## src/rtl/seq_pattern_fsm_pkg.sv

```systemverilog
// Shared definitions for the serial pattern detector: state encoding and a
// width helper for the fill counter.
package seq_pattern_fsm_pkg;

    localparam logic [1:0] ST_FILL = 2'd0;
    localparam logic [1:0] ST_RUN  = 2'd1;
    localparam logic [1:0] ST_SAT  = 2'd2;

    // Bits needed to hold any value in 0..value-1.
    function automatic int clog2(input int value);
        int result;
        int remaining;
        result    = 0;
        remaining = value - 1;
        while (remaining > 0) begin
            result    = result + 1;
            remaining = remaining >> 1;
        end
        return result;
    endfunction

endpackage

```

## src/rtl/sat_counter.sv

```systemverilog
// Saturating up-counter with synchronous clear; clear beats increment.
module sat_counter #(
    parameter int CNT_W = 4
) (
    input  logic             clk,
    input  logic             reset,
    input  logic             clr,
    input  logic             inc,
    output logic [CNT_W-1:0] cnt,
    output logic             max
);

    localparam logic [CNT_W-1:0] CNT_MAX = '1;

    always_ff @(posedge clk) begin
        if (reset || clr) begin
            cnt <= '0;
        end else if (inc && (cnt != CNT_MAX)) begin
            cnt <= cnt + 1'b1;
        end
    end

    assign max = (cnt == CNT_MAX);

endmodule

```

## src/rtl/seq_pattern_fsm.sv

```systemverilog
// Serial pattern detector: shifts in w on enabled edges, compares the newest
// PAT_LEN bits with a programmable pattern and counts matches.
module seq_pattern_fsm
    import seq_pattern_fsm_pkg::*;
#(
    parameter int PAT_LEN = 4,
    parameter int CNT_W   = 4
) (
    input  logic               clk,
    input  logic               reset,
    input  logic               en,
    input  logic               w,
    input  logic [PAT_LEN-1:0] pattern,
    input  logic               overlap,
    input  logic               clear,
    output logic               match,
    output logic [CNT_W-1:0]   z,
    output logic               sat
);

    localparam int FW = clog2(PAT_LEN + 1);
    localparam logic [FW-1:0]    FILL_FULL    = FW'(PAT_LEN);
    localparam logic [CNT_W-1:0] CNT_NEAR_MAX = {{(CNT_W-1){1'b1}}, 1'b0};

    logic [PAT_LEN-1:0] hist;
    logic [PAT_LEN-1:0] hist_next;
    logic [FW-1:0]      fill;
    logic [FW-1:0]      fill_next;
    logic [FW-1:0]      fill_after;
    logic [1:0]         state;
    logic [1:0]         state_next;
    logic               detect;

    // fill_after is what the fill count becomes once a non-overlap match
    // forces a fresh PAT_LEN-bit refill; the state follows that value.
    always_comb begin
        hist_next  = hist;
        fill_next  = fill;
        if (en) begin
            hist_next = {hist[PAT_LEN-2:0], w};
            fill_next = (fill == FILL_FULL) ? fill : fill + 1'b1;
        end
        detect     = en && (fill_next == FILL_FULL) && (hist_next == pattern);
        fill_after = (detect && !overlap) ? '0 : fill_next;

        if (clear) begin
            state_next = (fill_after == FILL_FULL) ? ST_RUN : ST_FILL;
        end else if ((state == ST_SAT) || (detect && (z == CNT_NEAR_MAX))) begin
            state_next = ST_SAT;
        end else if (fill_after == FILL_FULL) begin
            state_next = ST_RUN;
        end else begin
            state_next = ST_FILL;
        end
    end

    always_ff @(posedge clk) begin
        if (reset) begin
            hist  <= '0;
            fill  <= '0;
            state <= ST_FILL;
            match <= 1'b0;
        end else begin
            hist  <= hist_next;
            fill  <= fill_after;
            state <= state_next;
            match <= detect && !clear;
        end
    end

    sat_counter #(
        .CNT_W (CNT_W)
    ) u_counter (
        .clk   (clk),
        .reset (reset),
        .clr   (clear),
        .inc   (detect),
        .cnt   (z),
        .max   (sat)
    );

endmodule

```

## config.mk

```make
export PLATFORM = sky130hd
export DESIGN_NAME = seq_pattern_fsm
export DESIGN_NICKNAME = d
export VERILOG_FILES = /design/src/rtl/seq_pattern_fsm_pkg.sv /design/src/rtl/sat_counter.sv /design/src/rtl/seq_pattern_fsm.sv
export SDC_FILE = /design/constraint.sdc
export NUM_CORES = 1
export LEC_CHECK = 0
export BUFFER_PORTS_ARGS = -buffer_cell sky130_fd_sc_hd__buf_4
export CORE_MARGIN = 1.5
export CORE_UTILIZATION = 40
export CTS_CLUSTER_SIZE = 8
export DETAILED_ROUTE_END_ITERATION = 8
export SYNTH_ARGS = -nofsm -noshare
export SYNTH_HDL_FRONTEND = slang
export SYNTH_SLANG_ARGS = --single-unit
```

## constraint.sdc

```tcl
create_clock -name clk -period 3.9 [get_ports clk]
set_clock_uncertainty 0.15 [all_clocks]
set_input_delay 0.195 -clock clk [delete_from_list [all_inputs] [get_ports clk]]
set_output_delay 0.195 -clock clk [all_outputs]
set_load 0.01 [all_outputs]
```

==> qor.yml, run 1 <==
outcome: "completed"
die_w_um: 43.2
cts-root-buf: "clkbuf_4"
r2r_slack_ns: 1.86
cp-start-kind: "flip-flop"
final_cell_area_um2: 790
worstMarginPinSlew_ns: 0.367
grt_pass1_wl_um: 1920
hpwl_um: 860
pwr-share-comb: 0.173
wl_per_cell_um: 11.2
yosys_warnings: 0
power.leakage_nw: 0.349
clkSinkCount: 11
avgSynthCellArea_um2: 9.93
met1_usage: 0.198
async_flop_share: 0
synth_flop_cell: "dfxtp_1"
firstDrtPassIters: 2
cp.required_ns: 3.95
critPathCaptureType: "flip-flop"
synth_top_cells_by_area: "dfxtp_1, mux2i_1, ha_1, xor2_1, xnor2_2"
ys_ff_latch: 11
cap_violations: 0
critPathMaxStageDelay_ns: 0.50
path_delay_family: "simple AND/OR/NAND/NOR gates"
period_minus_slack_ns: 2.04
cts_tree: "yes"
cpMaxStageDelayCell: "or4b_1"
p_int_uw: 176
p_sw_uw: 64.4
p_sw_frac: 0.267
rows: 14
drc: 0
synth_area_um2: 646
worstPathMaxFanout: 6
critical_path_class: "flip-flop to flip-flop"
synth_seq_area_share: 0.341
netlist_instances: 65
p_clk_frac: 0.332
hold_viol_final: 0
gr-max-usage-layer: "met1"
peakVddDrop_v: 0.000205
avgViaCountPerCell: 4.97
ys_top_cells_by_count: "dfxtp_1, mux2i_1, nor2_1"
grt.met2_usage: 0.185
ff_latch_area_um2: 220
multi_input_area_um2: 395
antenna_cells: 0
gp_congestion: 0.701
synthDistinctLibCells: 28
clock_latency_ns: 0.26
port_buffers: 15
cp.buffers_inverters: 1
slew_viol_final: 0
use_met3: 0.0255
holdPathStages: 2
crit_cells: 7
dieArea_um2: 1860
n_fill_cell: 146
globalRouteOverflowTotal: 0
grt_pass1_vias: 460
setup_viol: 0
areaGrowthSynthToFinish_pct: 22.3
ioPinCount: 16
synth_edf_count: 0
drive_gt1_frac: 0.317
cp_data_arrival_time_ns: 2.10
hold_path.class: "primary input to flip-flop"
final_nets: 96
path_cells: "inv_1 -> ha_1 -> and2b_1 -> a31oi_2 -> nand4b_2 -> or4b_1 -> a21oi_1"
post_cts_buffers: 0
antenna_found_initial: 0
r2r_cells: 7
max_freq_mhz: 489
start_util: 0.429
clockBufferDepth: 2
post-route-period-util: 0.524
cts.repair.resized: 0
clkSlewWorstSetupHoldPaths_ns: 0.07
power_frac_seq: 0.495
wl_um: 1100
ctsHoldBuffers: 0
synth_top_cell_by_area: "dfxtp_1"
cts_buffers: 3
core-area_um2: 1510
vias: 487
grt_max_degree: 10
yosysTopAreaCellShare: 0.341
synth_most_common_cell: "dfxtp_1"
placed_cell_area_um2: 763
drt.antenna.violating_nets: 0
min_from: "reset"
timing.rr.start: "fill[0]$_SDFF_PP0_"
synth_nets: 78
drtIter0Drc: 4
pwr_density_cell_nw_per_um2: 305
finalSetupTns_ns: 0
slew_headroom: 0.754
grtUsageTotal: 0.141
reg2reg_to: "u_counter.cnt[2]$_SDFFE_PP0P_"
holdPathEnd: "fill[0]$_SDFF_PP0_"
fp.dieH_um: 43.2
cts_max_level: 1
rsz0062_at_grt: "false"
==> worst max path at each step <==
stage / startpoint / to / slack, ns
global route: fill[0]$_SDFF_PP0_ / u_counter.cnt[2]$_SDFFE_PP0P_ / 1.67
floorplan: fill[0]$_SDFF_PP0_ / u_counter.cnt[2]$_SDFFE_PP0P_ / 1.98
finish: fill[0]$_SDFF_PP0_ / u_counter.cnt[2]$_SDFFE_PP0P_ / 1.86
global placement: fill[0]$_SDFF_PP0_ / u_counter.cnt[0]$_SDFFE_PP0P_ / 1.91
CTS: fill[0]$_SDFF_PP0_ / u_counter.cnt[2]$_SDFFE_PP0P_ / 1.84
detailed placement: fill[0]$_SDFF_PP0_ / u_counter.cnt[2]$_SDFFE_PP0P_ / 1.86
==> power groups by stage <==
stage / registers, mW / clock network [mW] / logic (mW)
2_1_floorplan: 0.121 / 0 / 0.0306
3_3_place_gp: 0.122 / 0 / 0.0420
3_5_place_dp: 0.122 / 0 / 0.0423
4_1_cts: 0.119 / 0.0821 / 0.0425
5_1_grt: 0.120 / 0.0837 / 0.0468
6_report: 0.119 / 0.0799 / 0.0417
==> logic make-up (layout without fill, tap and decap cells) <==
| logic type | Yosys count | count (layout) | share of synthesized area |
|---|---|---|---|
| AO/OA/AOI/OAI | 5 | 5 | 0.0659 |
| buffers and inverters | 6 | 23 | 0.0465 |
| multiplexers | 8 | 8 | 0.143 |
| flip-flops | 11 | 11 | 0.341 |
| AND/OR/NAND/NOR | 26 | 26 | 0.240 |
| adder cells (fa/ha/maj) | 3 | 3 | 0.0581 |
| XOR/XNOR | 6 | 6 | 0.105 |
==> worst reg2reg max path, stage by stage (launching register included) <==
cell and delay [ns]:
dfxtp_1 0.35, inv_1 0.07, ha_1 0.17, and2b_1 0.19, a31oi_2 0.20, nand4b_2 0.20, or4b_1 0.50, a21oi_1 0.14
==> sequential cells by signal (all words and copies together), names as in the netlist <==
register       cells
hist               3
match              1
fill               3
u_counter.cnt      4
==> layer usage <==
layer  routed length [um]  share of wire
met4                   17          0.015
met2                  487           0.44
met3                   37          0.034
met5                    0              0
met1                  561           0.51
==> area by class of cell <==
class                           instances  area share
Timing Repair Buffer                   15       0.143
Tap cell                               16      0.0254
Clock buffer                            4      0.0333
Inverter                                4      0.0190
Multi-Input combinational cell         48       0.501
Sequential cell                        11       0.279
==> through the flow <==
step	instances	power, mW	hold slack [ns]	worst slack [ns]	utilization
floorplan	65	0.152	0.209	1.98	-
finish	98	0.241	0.00173	1.86	0.524
detailed placement	94	0.164	0.293	1.86	0.507
CTS	98	0.244	0.00361	1.84	0.524
global route	98	0.250	0.0127	1.67	0.524
global placement	94	0.164	0.286	1.91	0.507
==> cell usage in the layout, fill, tap and decap left out, drive strengths merged, types with 3 or more instances in the layout <==
cell	n
buf	15
clkbuf	4
dfxtp	11
ha	3
inv	4
mux2i	8
nand2	5
nor2	7
nor4	3
xor2	4
Note: power is estimated with default switching activity, not from simulation.
==> inputs of run 2 (changes only) <==
--- a/config.mk
+++ b/config.mk
@@ -5,6 +5,7 @@
 export SDC_FILE = /design/constraint.sdc
 export NUM_CORES = 1
 export LEC_CHECK = 0
+export ABC_AREA = 1
 export BUFFER_PORTS_ARGS = -buffer_cell sky130_fd_sc_hd__buf_4
 export CORE_MARGIN = 1.5
 export CORE_UTILIZATION = 40
==> constraint.sdc (replaced) <==
create_clock -name clk -period 2 [get_ports clk]
set_clock_uncertainty 0.15 [all_clocks]
set_input_delay 0.1 -clock clk [delete_from_list [all_inputs] [get_ports clk]]
set_output_delay 0.1 -clock clk [all_outputs]
set_load 0.01 [all_outputs]
==> qor.yml, run 2 <==
core-area_um2: 1690
gp_congestion: 0.745
peakVddDrop_v: 0.000410
slew_headroom: 0.760
ioPinCount: 16
hpwl_um: 1160
power.leakage_nw: 0.456
worstPathMaxFanout: 3
vias: 747
synth_flop_cell: "dfxtp_1"
wl_per_cell_um: 9.92
avgSynthCellArea_um2: 6.38
synth_xor_area_frac: 0.0124
dp.cells: 142
rows: 15
drive_gt1_frac: 0.165
hold_path.class: "primary input to flip-flop"
dieArea_um2: 2030
ys_top_cells_by_count: "nand2_1, inv_1, dfxtp_1, nor2_1, nand3_1"
clockBufferDepth: 2
grt_pass1_wl_um: 2620
final_cell_mix: "nand2_1, inv_1, buf_4"
yosysTopAreaCellShare: 0.339
critPathMostFrequentCell: "nand2_1"
drc: 0
setup_viol: 0
wl_um: 1490
drtIter0Drc: 17
cts_buffers: 3
synth_edf_count: 0
antenna_cells: 0
netlist_instances: 111
synth_mux_area_frac: 0
n_fill_cell: 178
slew_viol_final: 0
synth_compound_area_frac: 0.0689
clock_latency_ns: 0.27
synth_area_um2: 708
worstMarginPinSlew_ns: 0.357
firstDrtPassIters: 4
rsz0062_at_grt: "false"
synth_most_common_cell: "nand2_1"
grt_pass1_vias: 652
fin_cells: 150
critPathMaxStageDelay_ns: 0.35
critPathCaptureType: "flip-flop"
max_freq_mhz: 551
critical_path_class: "flip-flop to flip-flop"
synth_top_cell_by_area: "dfxtp_1"
post-route-period-util: 0.908
yosys_warnings: 0
cp-start-kind: "flip-flop"
die_w_um: 45.1
clkSlewWorstSetupHoldPaths_ns: 0.07
r2r_cells: 10
cts_tree: "yes"
power_uw: 512
synth_adder_area_share: 0.0530
cts-root-buf: "clkbuf_4"
globalRouteOverflowTotal: 0
path_cells: "inv_1 -> ha_1 -> inv_1 -> nand2_1 -> nand2_1 -> nand3_1 -> nor3_1 -> nand3_1 -> nand2_1 -> a21oi_1"
port_buffers: 15
synthDistinctLibCells: 16
start_util: 0.419
synth_top_cells_by_area: "dfxtp_1, nand2_1, inv_1, nand3_1, nor2_1"
final_nets: 147
top_regs: "hist x4, u_counter.cnt x4, fill x3"
period_minus_slack_ns: 1.82
cp.required_ns: 2.00
synth_seq_area_share: 0.339
cap_violations: 0
pwr_density_cell_nw_per_um2: 564
clkSinkCount: 12
fp.dieH_um: 45.1
cts.repair.resized: 0
drt.antenna.violating_nets: 0
grt_max_degree: 12
hold_viol_final: 0
synth_nets: 124
holdPathStages: 3
finalSetupTns_ns: 0
areaGrowthSynthToFinish_pct: 28.1
cp_data_arrival_time_ns: 1.82
grtUsageTotal: 0.178
outcome: "completed"
final_common_cell: "nand2_1"
async_flop_share: 0
cpMaxStageDelayCell: "dfxtp_1"
antenna_found_initial: 0
synthSimpleGateAreaFrac: 0.420
avgViaCountPerCell: 4.98
cts_max_level: 1
ys_ff_latch: 12
synth_top_family_by_area: "simple AND/OR/NAND/NOR gates"
run 2: changes by cell type in the layout (fill, tap and decap cells not counted), moves of 2 or more:
cell and delta:
nor4_1 -2, xnor2_2 -2, a21oi_1 +4, xor2_1 -3, nand3_1 +10, nor2_1 +5
nand2_1 +34, mux2i_1 -7, dlygate4sd3_1 +4, inv_1 +13, nand4_1 +2, or3_1 -2
run 2: timing repair:
item,CTS,global route
setup buffers,0,0
hold buffers,4,0
setup endpoints to repair,0,0
hold endpoints to repair,10,0
run 2: per-stage QoR:
step           utilization  cell area, um2  hold slack, ns  setup WS (ns)
2_1_floorplan            -             708          0.0191          0.381
3_3_place_gp         0.492             831           0.174          0.202
3_5_place_dp         0.492             831           0.169          0.207
4_1_cts              0.537             907          0.0147          0.193
5_1_grt              0.537             907          0.0428         0.0483
6_report             0.537             907          0.0226          0.185
run 2: layout make-up:
cell class | instances | area [um2] | area share
multi-input combinational | 81 | 393 | 0.433
sequential | 12 | 240 | 0.265
inverter | 17 | 63.8 | 0.0703
clock buffer | 4 | 36.3 | 0.0400
tap | 17 | 21.3 | 0.0234
timing repair buffer | 19 | 153 | 0.168
run 2: routing by layer:
metal / global-route usage / part of all wire
met1: 0.215 / 0.45
met3: 0.0400 / 0.050
met2: 0.289 / 0.47
met5: 0 / 0
met4: 0.100 / 0.026
run 2: cell families after synthesis:
family          count (synthesis)
compound gates                  8
xor+xnor                        1
buf+inv                        18
simple gates                   69
flops                          12
fa+ha+maj                       3
run 2: critical path, delay by kind of cell, from the launching register on:
kind | cells | cell delay [ns]
AND/OR/NAND/NOR | 6 | 0.75
flip-flops | 1 | 0.35
adder cells (fa/ha/maj) | 1 | 0.28
buffers and inverters | 2 | 0.11
AO/OA/AOI/OAI | 1 | 0.06
run 2: power by group:
part           leakage [nW]  total, mW  switching [mW]  internal, mW
clock network        0.0210      0.185          0.0744         0.110
registers            0.0974      0.248         0.00350         0.245
logic                 0.338     0.0785          0.0422        0.0363
run 2: final timing paths:
path / start / endpoint / slack, ns
max: fill[0]$_SDFF_PP0_ / u_counter.cnt[1]$_SDFFE_PP0P_ / 0.18
min: en / hist[3]$_SDFF_PP0_ / 0.02
max reg2reg: fill[0]$_SDFF_PP0_ / u_counter.cnt[1]$_SDFFE_PP0P_ / 0.18
min reg2reg: hist[3]$_SDFF_PP0_ / hist[3]$_SDFF_PP0_ / 0.34
